===== src/rtl/instr_register_ctrl.sv =====
// -----------------------------------------------------------------------------
// instr_register_ctrl
//   Write/read controller for a circular instruction register. Two producers
//   are arbitrated round-robin onto the single write port. Entries are popped
//   in order through a valid/ready interface toward the consumer.
//
// Ports
//   clk, reset_n            clock (rising edge), synchronous active-low reset
//   req{0,1}_valid/opcode/operand_a/operand_b   producer requests
//   req{0,1}_ready          grant to that producer this cycle
//   rd_ready / rd_valid     consumer pop handshake at read_pointer
//   load_en, opcode, operand_a, operand_b, write_pointer   register write port
//   read_pointer            register read address
//   occupancy, full         accepted-but-not-popped count, occupancy == DEPTH
// -----------------------------------------------------------------------------
module instr_register_ctrl #(
    parameter int DEPTH  = 32,
    parameter int PTR_W  = 5,
    parameter int OPC_W  = 4,
    parameter int OPND_W = 32
) (
    input  logic                     clk,
    input  logic                     reset_n,
    input  logic                     req0_valid,
    input  logic [OPC_W-1:0]         req0_opcode,
    input  logic signed [OPND_W-1:0] req0_operand_a,
    input  logic signed [OPND_W-1:0] req0_operand_b,
    output logic                     req0_ready,
    input  logic                     req1_valid,
    input  logic [OPC_W-1:0]         req1_opcode,
    input  logic signed [OPND_W-1:0] req1_operand_a,
    input  logic signed [OPND_W-1:0] req1_operand_b,
    output logic                     req1_ready,
    input  logic                     rd_ready,
    output logic                     rd_valid,
    output logic                     load_en,
    output logic [OPC_W-1:0]         opcode,
    output logic signed [OPND_W-1:0] operand_a,
    output logic signed [OPND_W-1:0] operand_b,
    output logic [PTR_W-1:0]         write_pointer,
    output logic [PTR_W-1:0]         read_pointer,
    output logic [PTR_W:0]           occupancy,
    output logic                     full
);

    localparam logic [PTR_W:0]   CNT_FULL = (PTR_W+1)'(DEPTH);
    localparam logic [PTR_W:0]   CNT_ONE  = (PTR_W+1)'(1);
    localparam logic [PTR_W-1:0] PTR_ONE  = PTR_W'(1);

    logic [PTR_W-1:0] alloc_ptr;
    logic [PTR_W:0]   avail;
    logic             last_grant;   // 1: producer 1 was granted last
    logic             accept0;
    logic             accept1;
    logic             accept;
    logic             pop;

    assign full = (occupancy == CNT_FULL);

    // Readies come only from registered state plus the valids, and are
    // suppressed while reset is asserted so nothing looks accepted then.
    always_comb begin
        req0_ready = 1'b0;
        req1_ready = 1'b0;
        if (reset_n && !full) begin
            if (req0_valid && req1_valid) begin
                req0_ready = last_grant;
                req1_ready = !last_grant;
            end else begin
                req0_ready = req0_valid;
                req1_ready = req1_valid;
            end
        end
    end

    assign rd_valid = reset_n && (avail != '0);
    assign accept0  = req0_valid && req0_ready;
    assign accept1  = req1_valid && req1_ready;
    assign accept   = accept0 || accept1;
    assign pop      = rd_valid && rd_ready;

    always_ff @(posedge clk) begin
        if (!reset_n) begin
            load_en       <= 1'b0;
            opcode        <= '0;
            operand_a     <= '0;
            operand_b     <= '0;
            write_pointer <= '0;
            read_pointer  <= '0;
            alloc_ptr     <= '0;
            occupancy     <= '0;
            avail         <= '0;
            last_grant    <= 1'b1;
        end else begin
            load_en <= accept;
            if (accept0) begin
                opcode        <= req0_opcode;
                operand_a     <= req0_operand_a;
                operand_b     <= req0_operand_b;
                write_pointer <= alloc_ptr;
                alloc_ptr     <= alloc_ptr + PTR_ONE;
                last_grant    <= 1'b0;
            end else if (accept1) begin
                opcode        <= req1_opcode;
                operand_a     <= req1_operand_a;
                operand_b     <= req1_operand_b;
                write_pointer <= alloc_ptr;
                alloc_ptr     <= alloc_ptr + PTR_ONE;
                last_grant    <= 1'b1;
            end

            if (accept && !pop) begin
                occupancy <= occupancy + CNT_ONE;
            end else if (!accept && pop) begin
                occupancy <= occupancy - CNT_ONE;
            end

            // The register commits at the edge that ends the load_en cycle,
            // so the pending pulse itself is the commit strobe.
            if (load_en && !pop) begin
                avail <= avail + CNT_ONE;
            end else if (!load_en && pop) begin
                avail <= avail - CNT_ONE;
            end

            if (pop) begin
                read_pointer <= read_pointer + PTR_ONE;
            end
        end
    end

endmodule


===== config.mk =====
export PLATFORM = sky130hd
export DESIGN_NAME = instr_register_ctrl
export DESIGN_NICKNAME = d
export VERILOG_FILES = /design/src/rtl/instr_register_ctrl.sv
export SDC_FILE = /design/constraint.sdc
export NUM_CORES = 1
export LEC_CHECK = 0
export ABC_AREA = 1
export CAP_MARGIN = 15
export CORE_AREA = 2 2 121 123
export CTS_CLUSTER_DIAMETER = 60
export DETAILED_ROUTE_END_ITERATION = 10
export DIE_AREA = 0 0 123 125
export PLACE_DENSITY = 0.78
export SYNTH_ARGS = -nofsm -noshare
export SYNTH_HDL_FRONTEND = slang
export SYNTH_SLANG_ARGS = --single-unit

===== constraint.sdc =====
create_clock -name clk -period 2.1 [get_ports clk]
set_input_delay 0.42 -clock clk [delete_from_list [all_inputs] [get_ports clk]]
set_output_delay 0.42 -clock clk [all_outputs]
set_load 0.02 [all_outputs]

==> results of run 1 <==
[layout by cell type, fill, tap and decap left out, types with 7 or more instances in the layout]
cell type / count
nand2_1: 319
clkdlybuf4s50_1: 222
nor2_1: 165
dfxtp_1: 86
nand3b_1: 73
inv_1: 27
buf_4: 27
nand3_1: 17
a21oi_1: 13
dfxtp_2: 11
clkbuf_16: 9
xnor2_1: 8
ha_4: 8
xor2_1: 7
o21ai_0: 7
[through the flow]
step | util [%] | area, µm² | instances | hold WS (ns) | setup slack [ns]
floorplan | - | 5350 | 817 | 0.462 | 0.0196
global placement | 55.5 | 7880 | 1212 | 0.470 | -0.408
detailed placement | 55.5 | 7880 | 1212 | 0.477 | -0.501
CTS | 58.1 | 8250 | 1227 | 0.490 | 0.00538
global route | 58.8 | 8350 | 1229 | 0.499 | -0.0520
finish | 58.8 | 8350 | 1229 | 0.483 | 0.102
[layer usage]
| layer | wire length (µm) | up-vias | share of wire (%) |
|---|---|---|---|
| met4 | 446 | 0 | 2.8 |
| met2 | 7790 | 176 | 49 |
| met1 | 6520 | 2483 | 41 |
| met5 | 0 | - | 0 |
| met3 | 983 | 28 | 6.2 |
| li1 | - | 2970 | - |
[power by group through the flow]
stage                     Clock (W)  Sequential (W)  Combinational (W)
final                       0.00170         0.00247            0.00421
after detailed placement          0         0.00247            0.00398
after floorplan                   0         0.00285            0.00199
after global routing        0.00181         0.00251            0.00468
after CTS                   0.00174         0.00243            0.00411
after global placement            0         0.00245            0.00392
[worst min-delay path, cell delays in order (launching register included)]
cell,delay [ns]
dfxtp_2,0.34
nand2_1,0.05
a21oi_1,0.06
[cell families (layout without fill, tap and decap cells)]
family	after synthesis	count (layout)	synth area share, %
buf+inv	82	310	7.35
fa+ha+maj	14	14	3.56
flops	97	97	36.3
xor+xnor	15	15	2.46
simple gates	584	584	47.8
compound gates	25	25	2.53
[final cells by class]
class	count	area, µm²
Multi-Input combinational cell	638	3140
Timing Repair Buffer	262	2590
Inverter	33	131
Clock buffer	10	239
Tap cell	184	230
Fill cell	1358	5860
Sequential cell	97	1960
Clock inverter	5	61.3
[sequential cells by signal (all words and copies together), names as in the netlist]
name,cells
alloc_ptr,5
avail,6
last_grant,1
load_en,1
occupancy,6
opcode,4
operand_a,32
operand_b,32
read_pointer,5
write_pointer,5
[worst max path at each step]
stage          slack (ns)         start  cells past startpoint      endpoint
2_1_floorplan        0.02  occupancy[1]                     11  occupancy[4]
3_3_place_gp        -0.41    req1_valid                      6    req0_ready
3_5_place_dp        -0.50    req1_valid                     11  occupancy[4]
4_1_cts             0.005    req0_valid                      6    req1_ready
5_1_grt             -0.05      avail[2]                     15  occupancy[5]
6_report             0.10  occupancy[1]                      6    req1_ready
[timing repair]
| action | CTS | global route |
|---|---|---|
| endpoints found under the setup margin | 42 | 10 |
| buffers inserted | 0 | 2 |
| pin swaps | 1 | 7 |
| hold endpoints to repair | 0 | 0 |
| gates resized for setup | 19 | 21 |
| cloned | 0 | 0 |
==> flow_summary.json, run 1 <==
{
  "cts-root-buf": "clkbuf_16",
  "relSlewSlack_pct": 54.6,
  "pwr-share-seq_pct": 29.5,
  "met2_usage_pct": 34.2,
  "clock_latency_ns": 0.35,
  "synth_edf_count": 0,
  "gr-total-overflow": 0,
  "path_clk_slew_ns": 0.07,
  "coreArea_mm2": 0.0142,
  "routed_via_density": 4.60,
  "period_minus_slack_ns": 2.00,
  "grtUsageMet1_pct": 25.1,
  "internal-power_w": 0.00524,
  "fin_crit_sh_pct": 95.2,
  "dp.final_hpwl_um": 11000,
  "netlist.area_leader.share_pct": 36.3,
  "path_class": "reg2out",
  "avgSynthCellArea_um2": 6.54,
  "final-hold-violation-count": 0,
  "first_pass_iters": 4,
  "fp.dieW_um": 123,
  "grt_pass1_vias": 5182,
  "synth_area_mm2": 0.00534,
  "synth_async_sr_flop_share_pct": 0,
  "p_sw_w": 0.00313,
  "slowest_delay_ns": 0.32,
  "clockPowerShare_pct": 20.3,
  "min_from": "avail[5]",
  "min_path_type": "reg2reg",
  "end_kind": "output port",
  "area_delta_synth_final_pct": 56.2,
  "antenna_found_initial": 0,
  "gp_congestion": 0.794,
  "synth.distinct_cells": 27,
  "slew_viol_final": 0,
  "cpLargestDelayFamily": "buffers and inverters",
  "diodes": 0,
  "total_power_w": 0.00837,
  "cts_tree": "yes",
  "synth_ff_type": "dfxtp_1",
  "drc": 0,
  "startpoint_type": "register",
  "yosysTopAreaCell": "dfxtp_1",
  "wire_per_inst_um": 12.8,
  "grt-busiest-layer": "met2",
  "whs_endpoint": "avail[5]",
  "swShare_pct": 37.4,
  "numClockSinks": 97,
  "r2r-start": "avail[2]",
  "ant_nets": 0,
  "cts_buffer_depth": 2,
  "ir_drop_v": 0.000412,
  "vias": 5657,
  "htree_levels": 3,
  "tightest_slew_ns": 0.682,
  "met3_usage_pct": 5.61,
  "yosysSeqAreaShare_pct": 36.3,
  "syn_nets": 972,
  "synthCells": 817,
  "ff2ff_path_depth": 15,
  "die-area_mm2": 0.0154,
  "hold_depth": 2,
  "dieHeight_um": 125,
  "numCtsBuffers": 9,
  "p_comb_share_pct": 50.3,
  "start_util_pct": 37.6,
  "ys_top_cells_by_count": "nand2_1, nor2_1, dfxtp_1",
  "outcome": "complete, no violations",
  "worstPathArrival_ns": 1.58,
  "netlist_top_cells_area": "dfxtp_1, nand2_1, nor2_1, nand3b_1, ha_1",
  "grt_start_max_net_pins": 80,
  "fmax_mhz": 500,
  "cp.buffers_inverters": 3,
  "r2r_end": "occupancy[5]",
  "grt_pass1_wl_um": 25400,
  "final_nets": 1196,
  "power_density_mw_per_mm2": 1000,
  "tns_ns": 0,
  "first_iter_violations": 365,
  "required_ns": 1.68,
  "hold_buffers": 0,
  "io_buffers": 229,
  "grt_use_total_pct": 20.6,
  "p_leak_nw": 3.90,
  "synth_most_common_cell": "nand2_1",
  "clock_skew_ns": 0.0101,
  "setup_viol_count_final": 0,
  "pin_count": 230,
  "path_cells": "nor2_1 > nand3_4 > nand4_4 > buf_4 > inv_1 > dlygate4sd2_1",
  "rsz0062_at_grt": "yes",
  "yosys_warnings": 0,
  "rows": 44,
  "ys_ff_latch": 97,
  "wl_um": 15700,
  "worst-path-max-fanout": 3,
  "crit_slowest_cell": "dfxtp_2",
  "r2r_slack_ns": 0.12,
  "maxCapViolations": 0,
  "drive_gt1_share_pct": 8.52
}
Note: power is estimated with default switching activity, not from simulation.
==> inputs of run 2 (changes only) <==
--- a/config.mk
+++ b/config.mk
@@ -8,9 +8,10 @@
 export ABC_AREA = 1
 export CAP_MARGIN = 15
 export CORE_AREA = 2 2 121 123
-export CTS_CLUSTER_DIAMETER = 60
+export CTS_CLUSTER_DIAMETER = 100
 export DETAILED_ROUTE_END_ITERATION = 10
 export DIE_AREA = 0 0 123 125
+export GPL_TIMING_DRIVEN = 0
 export PLACE_DENSITY = 0.78
 export SYNTH_ARGS = -nofsm -noshare
 export SYNTH_HDL_FRONTEND = slang
==> run 2 against run 1 <==
Non-clock buffer count is 34 higher. Combinational power is 2% higher. Die area stayed put. Total power is 3.4% higher.
==> flow_summary.json, run 2 (synthesis results as in run 1) <==
{
  "outcome": "complete, no violations",
  "antenna_found_initial": 0,
  "wire_per_inst_um": 13.9,
  "fmax_mhz": 488,
  "rows": 44,
  "worst-path-max-fanout": 5,
  "htree_levels": 3,
  "path_class": "reg2reg",
  "slew_viol_final": 0,
  "maxCapViolations": 0,
  "p_leak_nw": 3.98,
  "setup_viol_count_final": 0,
  "clock_skew_ns": 0.00410,
  "end_kind": "register",
  "layout_commonest_cell": "nand2_1",
  "diodes": 0,
  "cts-root-buf": "clkbuf_16",
  "first_pass_iters": 5,
  "cp.buffers_inverters": 2,
  "grt_use_total_pct": 22.8,
  "ir_drop_v": 0.000412,
  "numCtsBuffers": 9,
  "clock_latency_ns": 0.35,
  "rsz0062_at_grt": "yes",
  "fp.dieW_um": 123,
  "crit_slowest_cell": "dfxtp_4",
  "fin_crit_sh_pct": 97.5,
  "die-area_mm2": 0.0154,
  "gp_congestion": 0.860,
  "crit_top_cell": "nand2_1",
  "final_nets": 1230,
  "post_dp_cell_area_mm2": 0.00787,
  "start_util_pct": 37.6,
  "nFillCells": 1328,
  "area_delta_synth_final_pct": 60.3,
  "dp.final_hpwl_um": 12800,
  "ant_nets": 0,
  "routed_via_density": 4.63,
  "hold_buffers": 0,
  "dieHeight_um": 125,
  "final_cells": 1264,
  "numClockSinks": 97,
  "relSlewSlack_pct": 68.9,
  "coreArea_mm2": 0.0142,
  "dp.cells": 1230,
  "tightest_slew_ns": 0.467,
  "slowest_delay_ns": 0.36,
  "tns_ns": 0,
  "hold_ws_ns": 0.494,
  "cts_tree": "yes",
  "grt_start_max_net_pins": 16,
  "period_minus_slack_ns": 2.05,
  "drive_gt1_share_pct": 10.6,
  "drc": 0,
  "path_cells": "nor2_4 > nand3_4 > buf_4 > nand3_4 > nand2_4 > ha_4 > inv_6 > ha_1 > nand2_1 > nand2_2 > nand3_2 > nand3_1 > nand2_1 > nand2_1 > a21oi_1",
  "fin_util_pct": 60.3,
  "vias": 5852,
  "grt_pass1_wl_um": 27600,
  "worstPathArrival_ns": 2.31,
  "layout_common_cells": "nand2_1, clkdlybuf4s50_1, nor2_1",
  "cts_buffer_depth": 2,
  "io_buffers": 229,
  "grt_pass1_vias": 5659,
  "pin_count": 230,
  "startpoint_type": "register",
  "reg_top3": "operand_a x32, operand_b x32",
  "gr-total-overflow": 0,
  "fin_area_mm2": 0.00857,
  "power_density_mw_per_mm2": 1010,
  "required_ns": 2.37,
  "final-hold-violation-count": 0,
  "first_iter_violations": 241,
  "path_clk_slew_ns": 0.07,
  "cpLargestDelayFamily": "simple AND/OR/NAND/NOR gates",
  "min_path_type": "reg2reg",
  "wl_um": 17600
}
## run 2: changes by cell type in the layout (fill, tap and decap cells not counted), sizes merged
| cell | previous run | this run |
|---|---|---|
| clkdlybuf4s50 | 222 | 223 |
| clkdlybuf4s15 | 0 | 2 |
| buf | 35 | 65 |
| bufinv | 1 | 2 |
| inv | 35 | 32 |
| clkbuf | 10 | 13 |
| clkinv | 2 | 4 |
| dlymetal6s2s | 2 | 1 |
## run 2: area by class of cell
class	instances	area (µm²)	area share [%]
plain buffers	48	278	3.24
clock inverters	5	78.8	0.920
clock buffers	11	243	2.83
flip-flops and latches	97	1970	23.0
multi-input cells	638	3180	37.1
repair buffers	248	2450	28.6
inverters	33	139	1.62
well taps	184	230	2.69
## run 2: worst reg2reg max path: stages, from the launching register on
cell	delay (ns)
dfxtp_4	0.36
nor2_4	0.13
nand3_4	0.11
buf_4	0.16
nand3_4	0.08
nand2_4	0.07
ha_4	0.18
inv_6	0.09
ha_1	0.24
nand2_1	0.08
nand2_2	0.07
nand3_2	0.07
nand3_1	0.06
nand2_1	0.07
nand2_1	0.05
a21oi_1	0.15
## run 2: report_power, final
part / leakage (nW) / internal [W] / switching [W]
logic: 3.01 / 0.00207 / 0.00223
registers: 0.806 / 0.00226 / 0.000308
clock network: 0.159 / 0.00108 / 0.000722
total: 3.98 / 0.00540 / 0.00326
## run 2: final timing paths
kind | startpoint | endpoint | slack, ns | cells past startpoint
worst max-delay path | occupancy[3] | occupancy[5] | 0.05 | 15
worst min-delay path | avail[5] | avail[5] | 0.49 | 2
worst max register to register | occupancy[3] | occupancy[5] | 0.05 | 15
worst min register to register | avail[5] | avail[5] | 0.49 | 2
## run 2: per-stage QoR
stage | setup slack, ns | power [W]
finish | 0.0518 | 0.00866
global route | -0.0670 | 0.00923
CTS | 0.0000189 | 0.00829
detailed placement | -1.05 | 0.00625
global placement | -1.01 | 0.00617
floorplan | 0.0196 | 0.00484
## run 2: layer usage
| layer | vias to the layer above | global-route usage (%) | part of all wire (%) |
|---|---|---|---|
| met4 | 0 | 10.2 | 3.3 |
| met5 | - | 0 | 0 |
| met2 | 204 | 39.6 | 51 |
| met3 | 43 | 6.71 | 6.9 |
| li1 | 3043 | - | - |
| met1 | 2562 | 25.4 | 39 |
## run 2: timing repair
action,4_1_cts,5_1_grt
setup endpoints to repair,16,11
resized for setup,38,25
pin swaps,5,11
buffers inserted,9,11
